`src/rtl/iter_divider_pkg.sv`:
```
// Shared definitions for the iterative divider: FSM encoding and default width.
package iter_divider_pkg;

  localparam int DIV_WIDTH = 32;

  typedef enum logic [1:0] {
    DIV_IDLE = 2'd0,
    DIV_CALC = 2'd1,
    DIV_FIX  = 2'd2,
    DIV_DONE = 2'd3
  } div_state_e;

endpackage

```
`src/rtl/iter_divider_div_step.sv`:
```
// One restoring-division iteration: shift in the next dividend bit, trial
// subtract the divisor magnitude, keep the difference when it does not borrow.
module div_step
  import iter_divider_pkg::*;
#(
  parameter int WIDTH = DIV_WIDTH
) (
  input  logic [WIDTH-1:0] rem_in,
  input  logic             bit_in,
  input  logic [WIDTH-1:0] divisor,
  output logic [WIDTH-1:0] rem_out,
  output logic             q_bit
);

  // The trial value is one bit wider than the operands so the borrow of the
  // subtraction lands in its MSB.
  logic [WIDTH:0] trial;
  logic [WIDTH:0] diff;

  assign trial   = {rem_in, bit_in};
  assign diff    = trial - {1'b0, divisor};
  assign q_bit   = ~diff[WIDTH];
  assign rem_out = q_bit ? diff[WIDTH-1:0] : trial[WIDTH-1:0];

endmodule

```
`src/rtl/iter_divider.sv`:
```
// Radix-2 restoring divider, signed or unsigned, with quotient and remainder,
// early-out for divide-by-zero and signed overflow, and a synchronous flush.
//
// Handshake: a request is taken on any rising edge where in_valid && in_ready;
// a result is taken on any rising edge where out_valid && out_ready, and
// out_valid plus the result stay stable until then. in_ready follows
// out_ready while a result is presented so back-to-back operations have no
// bubble; flush forces in_ready low.
module iter_divider
  import iter_divider_pkg::*;
#(
  parameter int WIDTH     = DIV_WIDTH,
  parameter bit EARLY_OUT = 1'b1
) (
  input  logic             clk,
  input  logic             reset,
  input  logic             flush,
  input  logic             in_valid,
  output logic             in_ready,
  input  logic             in_signed,
  input  logic [WIDTH-1:0] in_dividend,
  input  logic [WIDTH-1:0] in_divisor,
  output logic             out_valid,
  input  logic             out_ready,
  output logic [WIDTH-1:0] out_quotient,
  output logic [WIDTH-1:0] out_remainder,
  output logic             busy
);

  localparam int CW = $clog2(WIDTH) + 1;
  localparam logic [WIDTH-1:0] MOST_NEG = {1'b1, {(WIDTH-1){1'b0}}};

  div_state_e       state;
  logic [CW-1:0]    cnt;
  logic             primed;     // working registers loaded from captured operands
  logic [WIDTH-1:0] a_mag;      // |dividend| captured at acceptance
  logic [WIDTH-1:0] b_mag;      // |divisor| captured at acceptance
  logic [WIDTH-1:0] quo;        // dividend bits shift out, quotient bits shift in
  logic [WIDTH-1:0] rem;        // partial remainder
  logic             sign_q;
  logic             sign_r;
  logic             dz_q;       // divide by zero: quotient stays all ones

  logic             dvd_neg;
  logic             dvs_neg;
  logic [WIDTH-1:0] dvd_mag;
  logic [WIDTH-1:0] dvs_mag;
  logic             is_dz;
  logic             is_ovf;
  logic             early;
  logic             accept;
  logic [WIDTH-1:0] step_rem;
  logic             step_q;

  div_step #(.WIDTH(WIDTH)) u_step (
    .rem_in  (rem),
    .bit_in  (quo[WIDTH-1]),
    .divisor (b_mag),
    .rem_out (step_rem),
    .q_bit   (step_q)
  );

  // Request-side decode: operand magnitudes, special cases and acceptance.
  always_comb begin
    dvd_neg  = in_signed & in_dividend[WIDTH-1];
    dvs_neg  = in_signed & in_divisor[WIDTH-1];
    dvd_mag  = dvd_neg ? -in_dividend : in_dividend;
    dvs_mag  = dvs_neg ? -in_divisor : in_divisor;
    is_dz    = (in_divisor == '0);
    is_ovf   = in_signed && (in_dividend == MOST_NEG) && (&in_divisor);
    early    = EARLY_OUT && (is_dz || is_ovf);
    in_ready = !flush && ((state == DIV_IDLE) || ((state == DIV_DONE) && out_ready));
    accept   = in_valid && in_ready;
    busy     = (state != DIV_IDLE);
  end

  // Control FSM, operand capture, iteration datapath and sign fix-up.
  always_ff @(posedge clk) begin
    if (reset) begin
      state         <= DIV_IDLE;
      cnt           <= '0;
      primed        <= 1'b0;
      a_mag         <= '0;
      b_mag         <= '0;
      quo           <= '0;
      rem           <= '0;
      sign_q        <= 1'b0;
      sign_r        <= 1'b0;
      dz_q          <= 1'b0;
      out_valid     <= 1'b0;
      out_quotient  <= '0;
      out_remainder <= '0;
    end else if (flush) begin
      state     <= DIV_IDLE;
      cnt       <= '0;
      primed    <= 1'b0;
      out_valid <= 1'b0;
    end else if (accept) begin
      // Taken from IDLE, or from DONE on the same edge the old result leaves.
      out_valid <= 1'b0;
      a_mag     <= dvd_mag;
      b_mag     <= dvs_mag;
      sign_q    <= dvd_neg ^ dvs_neg;
      sign_r    <= dvd_neg;
      dz_q      <= is_dz;
      cnt       <= CW'(WIDTH - 1);
      primed    <= 1'b0;
      if (early) begin
        // Special cases load their answer magnitudes and go straight to the
        // fix-up cycle, which restores the dividend's sign on the remainder.
        quo   <= is_dz ? '1 : dvd_mag;
        rem   <= is_dz ? dvd_mag : '0;
        state <= DIV_FIX;
      end else begin
        state <= DIV_CALC;
      end
    end else begin
      case (state)
        DIV_CALC: begin
          if (!primed) begin
            quo    <= a_mag;
            rem    <= '0;
            primed <= 1'b1;
          end else begin
            quo <= {quo[WIDTH-2:0], step_q};
            rem <= step_rem;
            if (cnt == '0) begin
              state <= DIV_FIX;
            end else begin
              cnt <= cnt - 1'b1;
            end
          end
        end
        DIV_FIX: begin
          out_quotient  <= (sign_q && !dz_q) ? -quo : quo;
          out_remainder <= sign_r ? -rem : rem;
          out_valid     <= 1'b1;
          primed        <= 1'b0;
          state         <= DIV_DONE;
        end
        DIV_DONE: begin
          if (out_ready) begin
            out_valid <= 1'b0;
            state     <= DIV_IDLE;
          end
        end
        default: begin
          state <= DIV_IDLE;
        end
      endcase
    end
  end

endmodule

```
`config.mk`:
```
export PLATFORM = sky130hd
export DESIGN_NAME = iter_divider
export DESIGN_NICKNAME = d
export VERILOG_FILES = /design/src/rtl/iter_divider_pkg.sv /design/src/rtl/iter_divider_div_step.sv /design/src/rtl/iter_divider.sv
export SDC_FILE = /design/constraint.sdc
export NUM_CORES = 1
export LEC_CHECK = 0
export BUFFER_PORTS_ARGS = -buffer_cell sky130_fd_sc_hd__buf_4
export CAP_MARGIN = 20
export CORE_MARGIN = 10
export CORE_UTILIZATION = 50
export CTS_CLUSTER_DIAMETER = 200
export DETAILED_ROUTE_END_ITERATION = 8
export PLACE_DENSITY_LB_ADDON = 0.05
export SYNTH_ARGS = -nofsm -noshare
export SYNTH_HDL_FRONTEND = slang
export SYNTH_SLANG_ARGS = --single-unit
export TNS_END_PERCENT = 50
```
`constraint.sdc`:
```
create_clock -name clk -period 9.45 [get_ports clk]
set_input_delay 0.4725 -clock clk [delete_from_list [all_inputs] [get_ports clk]]
set_output_delay 0.4725 -clock clk [all_outputs]
set_load 0.05 [all_outputs]
```
==> results of run 1 <==
## layer usage
layer | global-route usage, % | part of all wire, % | vias up
met1 | 35.9 | 47 | 5996
met3 | 3.74 | 7.8 | 58
li1 | - | - | 6361
met5 | 0 | 0 | -
met4 | 8.30 | 3.0 | 0
met2 | 35.6 | 42 | 507
## kinds of logic (layout without fill, tap and decap cells)
family / after synthesis / after routing / synth area share [%]
AO/OA/AOI/OAI: 529 / 529 / 25.8
XOR/XNOR: 145 / 145 / 9.63
adder cells (fa/ha/maj): 43 / 43 / 4.11
buffers and inverters: 178 / 253 / 5.28
flip-flops: 205 / 205 / 30.9
multiplexers: 50 / 50 / 3.78
AND/OR/NAND/NOR: 578 / 578 / 20.5
## state kept, by name, indices dropped and copies added (netlist names), 2 cells and up
signal / flops
rem: 32
cnt: 6
out_quotient: 32
a_mag: 32
b_mag: 32
out_remainder: 32
quo: 32
state: 2
## power breakdown
part	switching, W	internal, W	total [W]
Sequential	0.0000277	0.000898	0.000926
Combinational	0.000318	0.000192	0.000510
Clock	0.000381	0.000546	0.000927
Total	0.000726	0.00164	0.00236
## through the flow
step           total power, W  setup WS [ns]  hold WS, ns  cells
2_1_floorplan         0.00130           6.40        0.432   1728
3_3_place_gp          0.00144           5.35        0.441   2096
3_5_place_dp          0.00145           5.25        0.446   2096
4_1_cts               0.00237           5.40        0.217   2138
5_1_grt               0.00246           5.12        0.259   2138
6_report              0.00236           5.43        0.237   2138
## cell type report
cell class / count / area, sq um / share of cell area, %
sequential: 205 / 4110 / 27.1
tap: 335 / 419 / 2.77
multi-input combinational: 1345 / 8490 / 56.0
clock inverter: 10 / 118 / 0.777
timing repair buffer: 150 / 1130 / 7.44
clock buffer: 32 / 661 / 4.36
inverter: 61 / 229 / 1.51
## how the worst max path moves through the flow
stage                    start       to  slack, ns  cells after the start
6_report               quo[31]  rem[23]       5.43                     12
5_1_grt                 rem[0]  rem[12]       5.12                     11
4_1_cts                quo[31]  rem[23]       5.40                     12
3_5_place_dp   in_dividend[24]  rem[23]       5.25                     11
3_3_place_gp   in_dividend[24]   rem[7]       5.35                     11
2_1_floorplan          quo[31]  rem[23]       6.40                     13
## worst max-delay path: cells and delay by family (launching register included)
| kind | cells | cell delay (ns) |
|---|---|---|
| AOI/OAI and AO/OA | 6 | 1.67 |
| xor gates and xnor gates | 1 | 0.63 |
| adders and majority gates | 2 | 0.62 |
| buffers and inverters | 2 | 0.47 |
| DFF | 1 | 0.34 |
| and+or+nand+nor | 1 | 0.18 |
## layout by cell type, fill, tap and decap left out, drive strengths merged, types with 32 or more instances in the layout
cell type	n
o21ai	124
xnor2	63
o31ai	35
xor2	82
inv	62
nand3	36
nand2	147
a21oi	134
nor3	37
mux2i	49
ha	42
buf	150
a211oi	96
clkbuf	32
dfxtp	205
nor2	218
==> flow_metrics.env, run 1 <==
export IMPL_die_area_sq_mm=0.0335
export IMPL_firstDrtPassIters=6
export IMPL_grt_pass1_vias=11930
export IMPL_r2r_cells=12
export IMPL_hold_violations=0
export IMPL_fillCellCount=2496
export IMPL_syn_num_nets=1841
export IMPL_cts_repair_resized=0
export IMPL_crit_path_end_kind="register"
export IMPL_relSlewSlack_pct=31.3
export IMPL_antenna_found_initial=0
export IMPL_p_leak_nw=5.73
export IMPL_drt_iter0_drc=1147
export IMPL_cpPeakStageDelay_ns=0.63
export IMPL_insertion_delay_ns=0.53
export IMPL_yosys_register_bits=205
export IMPL_post_synth_num_cell_types=75
export IMPL_seq_area_frac_synth_pct=30.9
export IMPL_drv_slew=0
export IMPL_finalSetupViolCount=0
export IMPL_synth_edf_count=0
export IMPL_r2r_start="quo[31]"
export IMPL_hold_path_class="in -> reg"
export IMPL_cp_arrival_ns=4.44
export IMPL_viasPerCell=6.04
export IMPL_synth_top_area_share_pct=30.9
export IMPL_rsz0062_at_grt="no"
export IMPL_grt_overflow=0
export IMPL_gp_congestion=0.923
export IMPL_cp_start_kind="register"
export IMPL_critPathSlowestCell="xnor2_2"
export IMPL_ys_warn_count=0
export IMPL_place_area_sq_mm=0.0144
export IMPL_synth_area_sq_mm=0.0133
export IMPL_whs_endpoint="a_mag[0]"
export IMPL_grtUsageTotal_pct=24.5
export IMPL_fin_nets=1900
export IMPL_core_area_sq_mm=0.0261
export IMPL_start_util_pct=50.9
export IMPL_drive_above_1_share_pct=12.4
export IMPL_maxCapViolations=0
export IMPL_ir_drop_v=0.000126
export IMPL_holdBufCountCts=0
export IMPL_detail_route_wirelength_um=43000
export IMPL_cts_buffers=24
export IMPL_h_tree_depth=1
export IMPL_grt_pass1_wl_um=67600
export IMPL_clock_fmax_mhz=249
export IMPL_cts_tree="done"
export IMPL_hold_depth=3
export IMPL_crit_path_cell_trace="inv_1, ha_1, fa_1, nand2b_1, a21oi_1, o21ai_0, o31ai_1, a21oi_2, xnor2_2, buf_4, o32ai_1, a31o_2"
export IMPL_yosysMostFrequentCell="nor2_1"
export IMPL_timing_rr_end="rem[23]"
export IMPL_grt_max_degree=113
export IMPL_max_slew_worst_pin_slew_ns=1.03
export IMPL_status="finished clean"
export IMPL_clock_sinks=205
export IMPL_hp_start="in_dividend[0]"
export IMPL_post_cts_buffers=0
export IMPL_synthTopCellsByCount="nor2_1, dfxtp_1, nand2_1"
export IMPL_io_pins=137
export IMPL_finish_instance_area_sq_mm=0.0151
export IMPL_antenna_left=0
export IMPL_die_w_um=183
export IMPL_cp_data_required_time_ns=9.87
export IMPL_finalCritPeriodShare_pct=42.5
export IMPL_min_period_ns=4.02
export IMPL_synth_avg_cell_area_sq_um=7.68
export IMPL_setup_tns_final_ns=0
export IMPL_cts_root_buf="clkbuf_16"
export IMPL_syn_inst=1728
export IMPL_rrSetupSlack_ns=5.43
export IMPL_diodes=0
export IMPL_synth_flop_cell="dfxtp_1"
export IMPL_synth_largest_area_cell="dfxtp_1"
export IMPL_wl_per_cell_um=20.1
export IMPL_rows=59
export IMPL_criticalPathCategory="reg -> reg"
export IMPL_clockBufferDepth=3
export IMPL_ys_top_cells_by_area="dfxtp_1, nor2_1, a211oi_1"
export IMPL_clkTransAtPathRegs_ns=0.06
export IMPL_async_flop_share_pct=0
export IMPL_power_density_mw_per_mm2=156
export IMPL_dieHeight_um=183
export IMPL_port_buffers=136
export IMPL_syn2layout_area_growth_pct=14.1
export IMPL_fin_skew_ns=0.0189
export IMPL_dp_hpwl_um=31700
export IMPL_utilization_pct=58.1
export IMPL_drc_errors=0
export IMPL_vias=12922
export IMPL_crit_fanout=18
No activity file was read; power rests on OpenSTA's default activity.
==> run 2: changes to the inputs <==
==> constraint.sdc (replaced) <==
create_clock -name clk -period 3.2 [get_ports clk]
set_input_delay 0.16 -clock clk [delete_from_list [all_inputs] [get_ports clk]]
set_output_delay 0.16 -clock clk [all_outputs]
set_load 0.05 [all_outputs]
==> run 2 against run 1 <==
Net effect:
- register-to-register slack lost 5.3 ns
- total power grew to 3.2 times the previous value
- count of clock-buffer cells in the layout grew 5
- wire length grew 2.3%
- critical path depth grew 1
==> flow_metrics.env, run 2 (synthesis gave the netlist of run 1 again) <==
export IMPL_grt_pass1_wl_um=69500
export IMPL_io_pins=137
export IMPL_cp_arrival_ns=3.45
export IMPL_drt_iter0_drc=1040
export IMPL_ir_drop_v=0.000411
export IMPL_p_int_w=0.00522
export IMPL_max_slew_worst_pin_slew_ns=0.947
export IMPL_utilization_pct=63.5
export IMPL_viasPerCell=5.92
export IMPL_insertion_delay_ns=0.54
export IMPL_clock_sinks=205
export IMPL_core_area_sq_mm=0.0261
export IMPL_power_density_mw_per_mm2=452
export IMPL_die_area_sq_mm=0.0335
export IMPL_finalSetupViolCount=0
export IMPL_port_buffers=136
export IMPL_fin_nets=2042
export IMPL_cp_data_required_time_ns=3.59
export IMPL_crit_fanout=24
export IMPL_pwr_share_seq_pct=36.5
export IMPL_layout_setup_ws_ns=0.138
export IMPL_finish_instance_area_sq_mm=0.0165
export IMPL_rrSetupSlack_ns=0.17
export IMPL_clockPowerShare_pct=40.8
export IMPL_detail_route_wirelength_um=43900
export IMPL_rsz0062_at_grt="no"
export IMPL_clockBufferDepth=3
export IMPL_criticalPathCategory="in -> reg"
export IMPL_cp_start_kind="input port"
export IMPL_hold_path_class="in -> reg"
export IMPL_status="finished clean"
export IMPL_vias=13519
export IMPL_clock_fmax_mhz=327
export IMPL_hold_violations=0
export IMPL_grt_pass1_vias=12651
export IMPL_maxCapViolations=0
export IMPL_die_w_um=183
export IMPL_syn2layout_area_growth_pct=24.6
export IMPL_most_common_layout_cells="buf_4, nor2_1, dfxtp_1, nand2_1, a21oi_1"
export IMPL_clkTransAtPathRegs_ns=0.06
export IMPL_p_sw_w=0.00225
export IMPL_drv_slew=0
export IMPL_cts_root_buf="clkbuf_16"
export IMPL_min_period_ns=3.06
export IMPL_cts_tree="done"
export IMPL_firstDrtPassIters=5
export IMPL_rows=59
export IMPL_place_area_sq_mm=0.0153
export IMPL_drc_errors=0
export IMPL_dieHeight_um=183
export IMPL_h_tree_depth=1
export IMPL_start_util_pct=50.9
export IMPL_relSlewSlack_pct=36.8
export IMPL_p_comb_share_pct=22.7
export IMPL_p_leak_nw=6.49
export IMPL_gp_congestion=0.922
export IMPL_finalCritPeriodShare_pct=95.7
export IMPL_antenna_found_initial=0
export IMPL_grt_max_degree=85
export IMPL_switching_share_pct=30.2
export IMPL_layout_commonest_cell="buf_4"
export IMPL_fin_skew_ns=0.0231
export IMPL_grt_overflow=0
export IMPL_wl_per_cell_um=19.2
export IMPL_dp_worst_setup_slack_ns=-0.102
export IMPL_antenna_left=0
export IMPL_cts_buffers=26
export IMPL_drive_above_1_share_pct=17.9
export IMPL_dp_hpwl_um=33400
export IMPL_crit_path_end_kind="register"
export IMPL_diodes=0
export IMPL_grtUsageTotal_pct=25.1
run 2: layer usage:
| layer | routed length [um] | vias to the layer above | part of all wire, % | track usage (%) |
|---|---|---|---|---|
| li1 | - | 6654 | - | - |
| met1 | 20200 | 6226 | 46 | 35.7 |
| met2 | 18400 | 567 | 42 | 37.2 |
| met3 | 3860 | 72 | 8.8 | 4.78 |
| met4 | 1500 | 0 | 3.4 | 8.52 |
| met5 | 0 | - | 0 | 0 |
run 2: layout make-up:
cell class	instances	area (sq um)
Multi-Input combinational cell	1345	8570
Inverter	61	229
Clock buffer	37	742
Clock inverter	11	150
Sequential cell	205	4110
Fill cell	2404	9520
Tap cell	335	419
Timing Repair Buffer	290	2330
run 2: power groups by stage:
| stage | sequential [W] | combinational (W) | clock, W |
|---|---|---|---|
| floorplan | 0.00282 | 0.00101 | 0 |
| global placement | 0.00278 | 0.00159 | 0 |
| detailed placement | 0.00278 | 0.00160 | 0 |
| CTS | 0.00273 | 0.00164 | 0.00309 |
| global route | 0.00274 | 0.00185 | 0.00319 |
| finish | 0.00273 | 0.00169 | 0.00305 |
run 2: worst paths after layout:
check / start / cells past startpoint / to
max: in_dividend[0] / 13 / rem[14]
min: out_ready / 4 / out_valid
max reg2reg: quo[31] / 12 / rem[28]
min reg2reg: out_quotient[21] / 2 / out_quotient[21]
run 2: critical path: stages:
cell and delay, ns:
dlygate4sd3_1 0.58, buf_4 0.17, inv_1 0.09, ha_1 0.18
or3b_2 0.51, and4bb_1 0.36, nand2_2 0.08, o31a_2 0.42
buf_4 0.24, o21ai_0 0.30, nand2_1 0.16, o211ai_1 0.14
a21oi_1 0.06
run 2: stage by stage:
| step | hold WS [ns] | power (W) | std cells | setup TNS (ns) |
|---|---|---|---|---|
| 3_5_place_dp | 0.444 | 0.00438 | 2205 | -0.497 |
| 4_1_cts | 0.0124 | 0.00746 | 2283 | 0 |
| 6_report | 0.0261 | 0.00747 | 2284 | 0 |
| 2_1_floorplan | 0.296 | 0.00383 | 1728 | 0 |
| 5_1_grt | 0.0472 | 0.00778 | 2284 | 0 |
| 3_3_place_gp | 0.441 | 0.00437 | 2205 | -0.0160 |
run 2: what timing repair did:
action                     4_1_cts  5_1_grt
setup endpoints to repair       21       26
buffers inserted                 0        1
pin swaps                        1        3
hold endpoints to repair        29        0
gates resized for setup          2       13
hold buffers                    30        0
==> run 3: changes to the inputs <==
--- a/config.mk
+++ b/config.mk
@@ -12,6 +12,7 @@
 export CTS_CLUSTER_DIAMETER = 200
 export DETAILED_ROUTE_END_ITERATION = 8
 export PLACE_DENSITY_LB_ADDON = 0.05
+export RECOVER_POWER = 25
 export SYNTH_ARGS = -nofsm -noshare
 export SYNTH_HDL_FRONTEND = slang
 export SYNTH_SLANG_ARGS = --single-unit
==> constraint.sdc (replaced) <==
create_clock -name clk -period 3.2 [get_ports clk]
set_input_delay 0.16 -clock clk [delete_from_list [all_inputs] [get_ports clk]]
set_output_delay 0.16 -clock clk [all_outputs]
set_load 0.01 [all_outputs]
==> run 3 against run 2 <==
Net effect:
- worst setup slack lost 0.015 ns
- cell area shrank 1.5%
- maximum frequency shrank 0.47%
- die area is the same
- flip-flop and latch count is the same
- core utilization shrank 0.97 points
- clock power is essentially flat
- combinational power shrank 4%
- count of clock-buffer cells in the layout is the same
- first-iteration DRC count shrank 0.19%
- final cell count is the same
- highest routed layer unchanged
==> flow_metrics.env, run 3 (synthesis gave the netlist of run 1 again) <==
export IMPL_rrSetupSlack_ns=0.17
export IMPL_clockBufferDepth=3
export IMPL_pwr_share_seq_pct=36.9
export IMPL_gp_congestion=0.922
export IMPL_port_buffers=136
export IMPL_drive_above_1_share_pct=14.5
export IMPL_grt_max_degree=85
export IMPL_status="finished clean"
export IMPL_relSlewSlack_pct=31.0
export IMPL_cp_arrival_ns=3.47
export IMPL_rows=59
export IMPL_grtUsageTotal_pct=25.1
export IMPL_hold_path_class="in -> reg"
export IMPL_clkTransAtPathRegs_ns=0.06
export IMPL_finalCritPeriodShare_pct=96.1
export IMPL_rsz0062_at_grt="no"
export IMPL_dieHeight_um=183
export IMPL_insertion_delay_ns=0.54
export IMPL_layout_commonest_cell="nor2_1"
export IMPL_crit_path_end_kind="register"
export IMPL_io_pins=137
export IMPL_p_comb_share_pct=21.9
export IMPL_power_density_mw_per_mm2=454
export IMPL_switching_share_pct=29.7
export IMPL_detail_route_wirelength_um=44100
export IMPL_p_leak_nw=6.21
export IMPL_criticalPathCategory="in -> reg"
export IMPL_cts_buffers=26
export IMPL_hold_depth=4
export IMPL_drt_iter0_drc=1038
export IMPL_grt_pass1_vias=12651
export IMPL_h_tree_depth=1
export IMPL_vias=13548
export IMPL_hp_start="out_ready"
export IMPL_ir_drop_v=0.000409
export IMPL_dp_hpwl_um=33400
export IMPL_die_w_um=183
export IMPL_clock_fmax_mhz=325
export IMPL_fin_nets=2042
export IMPL_cts_tree="done"
export IMPL_clock_sinks=205
export IMPL_instances_no_fill=2284
export IMPL_drc_errors=0
export IMPL_min_period_ns=3.08
export IMPL_setup_tns_final_ns=0
export IMPL_clockPowerShare_pct=41.2
export IMPL_die_area_sq_mm=0.0335
export IMPL_fin_skew_ns=0.0207
export IMPL_wl_per_cell_um=19.3
export IMPL_p_sw_w=0.00220
export IMPL_syn2layout_area_growth_pct=22.7
export IMPL_r2r_cells=12
export IMPL_antenna_left=0
export IMPL_power_total_w=0.00740
export IMPL_ff_latch_area_sq_mm=0.00411
export IMPL_grt_pass1_wl_um=69500
export IMPL_antenna_found_initial=0
export IMPL_most_common_layout_cells="nor2_1, dfxtp_1, buf_4, nand2_1, a21oi_1"
export IMPL_maxCapViolations=0
export IMPL_viasPerCell=5.93
export IMPL_utilization_pct=62.5
export IMPL_crit_fanout=24
export IMPL_max_slew_worst_pin_slew_ns=1.04
export IMPL_hold_violations=0
export IMPL_r2r_start="quo[31]"
export IMPL_whs_endpoint="out_valid"
export IMPL_dp_cells=2205
export IMPL_multi_input_area_sq_mm=0.00857
export IMPL_firstDrtPassIters=5
export IMPL_fillCellCount=2451
export IMPL_cp_data_required_time_ns=3.59
export IMPL_start_util_pct=50.9
export IMPL_p_int_w=0.00520
export IMPL_finalSetupViolCount=0
export IMPL_cts_root_buf="clkbuf_16"
export IMPL_timing_rr_end="rem[28]"
export IMPL_diodes=0
export IMPL_cp_start_kind="input port"
export IMPL_drv_slew=0
export IMPL_core_area_sq_mm=0.0261
export IMPL_grt_overflow=0
[run 3: cell types whose count changed in the layout (fill, tap and decap cells not counted), sizes merged]
cell | before | now
buf | 260 | 193
clkbuf | 37 | 104
[run 3: area by class of cell]
class / instances / share of cell area [%]
clock buffers: 37 / 4.56
multi-input cells: 1345 / 52.6
well taps: 335 / 2.57
clock inverters: 11 / 0.922
flip-flops and latches: 205 / 25.2
inverters: 61 / 1.41
repair buffers: 290 / 12.7
[run 3: worst max path at each step]
stage,end,slack (ns),start,cells after the start
5_1_grt,rem[28],0.01,quo[31],12
6_report,rem[14],0.12,in_dividend[0],13
4_1_cts,rem[28],0.05,quo[31],12
3_3_place_gp,rem[14],-0.01,in_dividend[24],10
3_5_place_dp,rem[28],-0.10,quo[31],12
2_1_floorplan,rem[23],0.15,quo[31],13
[run 3: metrics by stage]
step           hold slack (ns)  setup slack (ns)  area, sq um
2_1_floorplan            0.296             0.150        13300
3_3_place_gp             0.441           -0.0129        15300
3_5_place_dp             0.444            -0.102        15300
4_1_cts                 0.0124            0.0502        16500
5_1_grt                 0.0472            0.0128        16300
6_report                0.0275             0.124        16300
[run 3: worst max-delay path: stages]
cell           delay, ns
dlygate4sd3_1       0.58
buf_4               0.17
inv_1               0.09
ha_1                0.18
or3b_2              0.52
and4bb_1            0.36
nand2_2             0.09
o31a_2              0.42
buf_4               0.25
o21ai_0             0.29
nand2_1             0.16
o211ai_1            0.14
a21oi_1             0.06
[run 3: repair_timing]
action / CTS / global route
setup buffers: 0 / 1
hold buffers: 30 / 0
endpoints found under the setup margin: 21 / 26
resized for setup: 2 / 13
pin swaps: 1 / 3
endpoints found under the hold margin: 29 / 0
[run 3: routing by layer]
| metal | routed length [um] | up-vias | track usage (%) |
|---|---|---|---|
| met3 | 3770 | 72 | 4.78 |
| met2 | 18500 | 586 | 37.2 |
| li1 | - | 6651 | - |
| met1 | 20400 | 6239 | 35.7 |
| met5 | 0 | - | 0 |
| met4 | 1480 | 0 | 8.52 |
[run 3: power by group through the flow]
stage,registers (W),clock network [W],logic [W]
after global placement,0.00278,0,0.00153
after detailed placement,0.00278,0,0.00155
after floorplan,0.00277,0,0.00101
final,0.00273,0.00305,0.00162
after CTS,0.00273,0.00309,0.00158
after global routing,0.00274,0.00319,0.00178
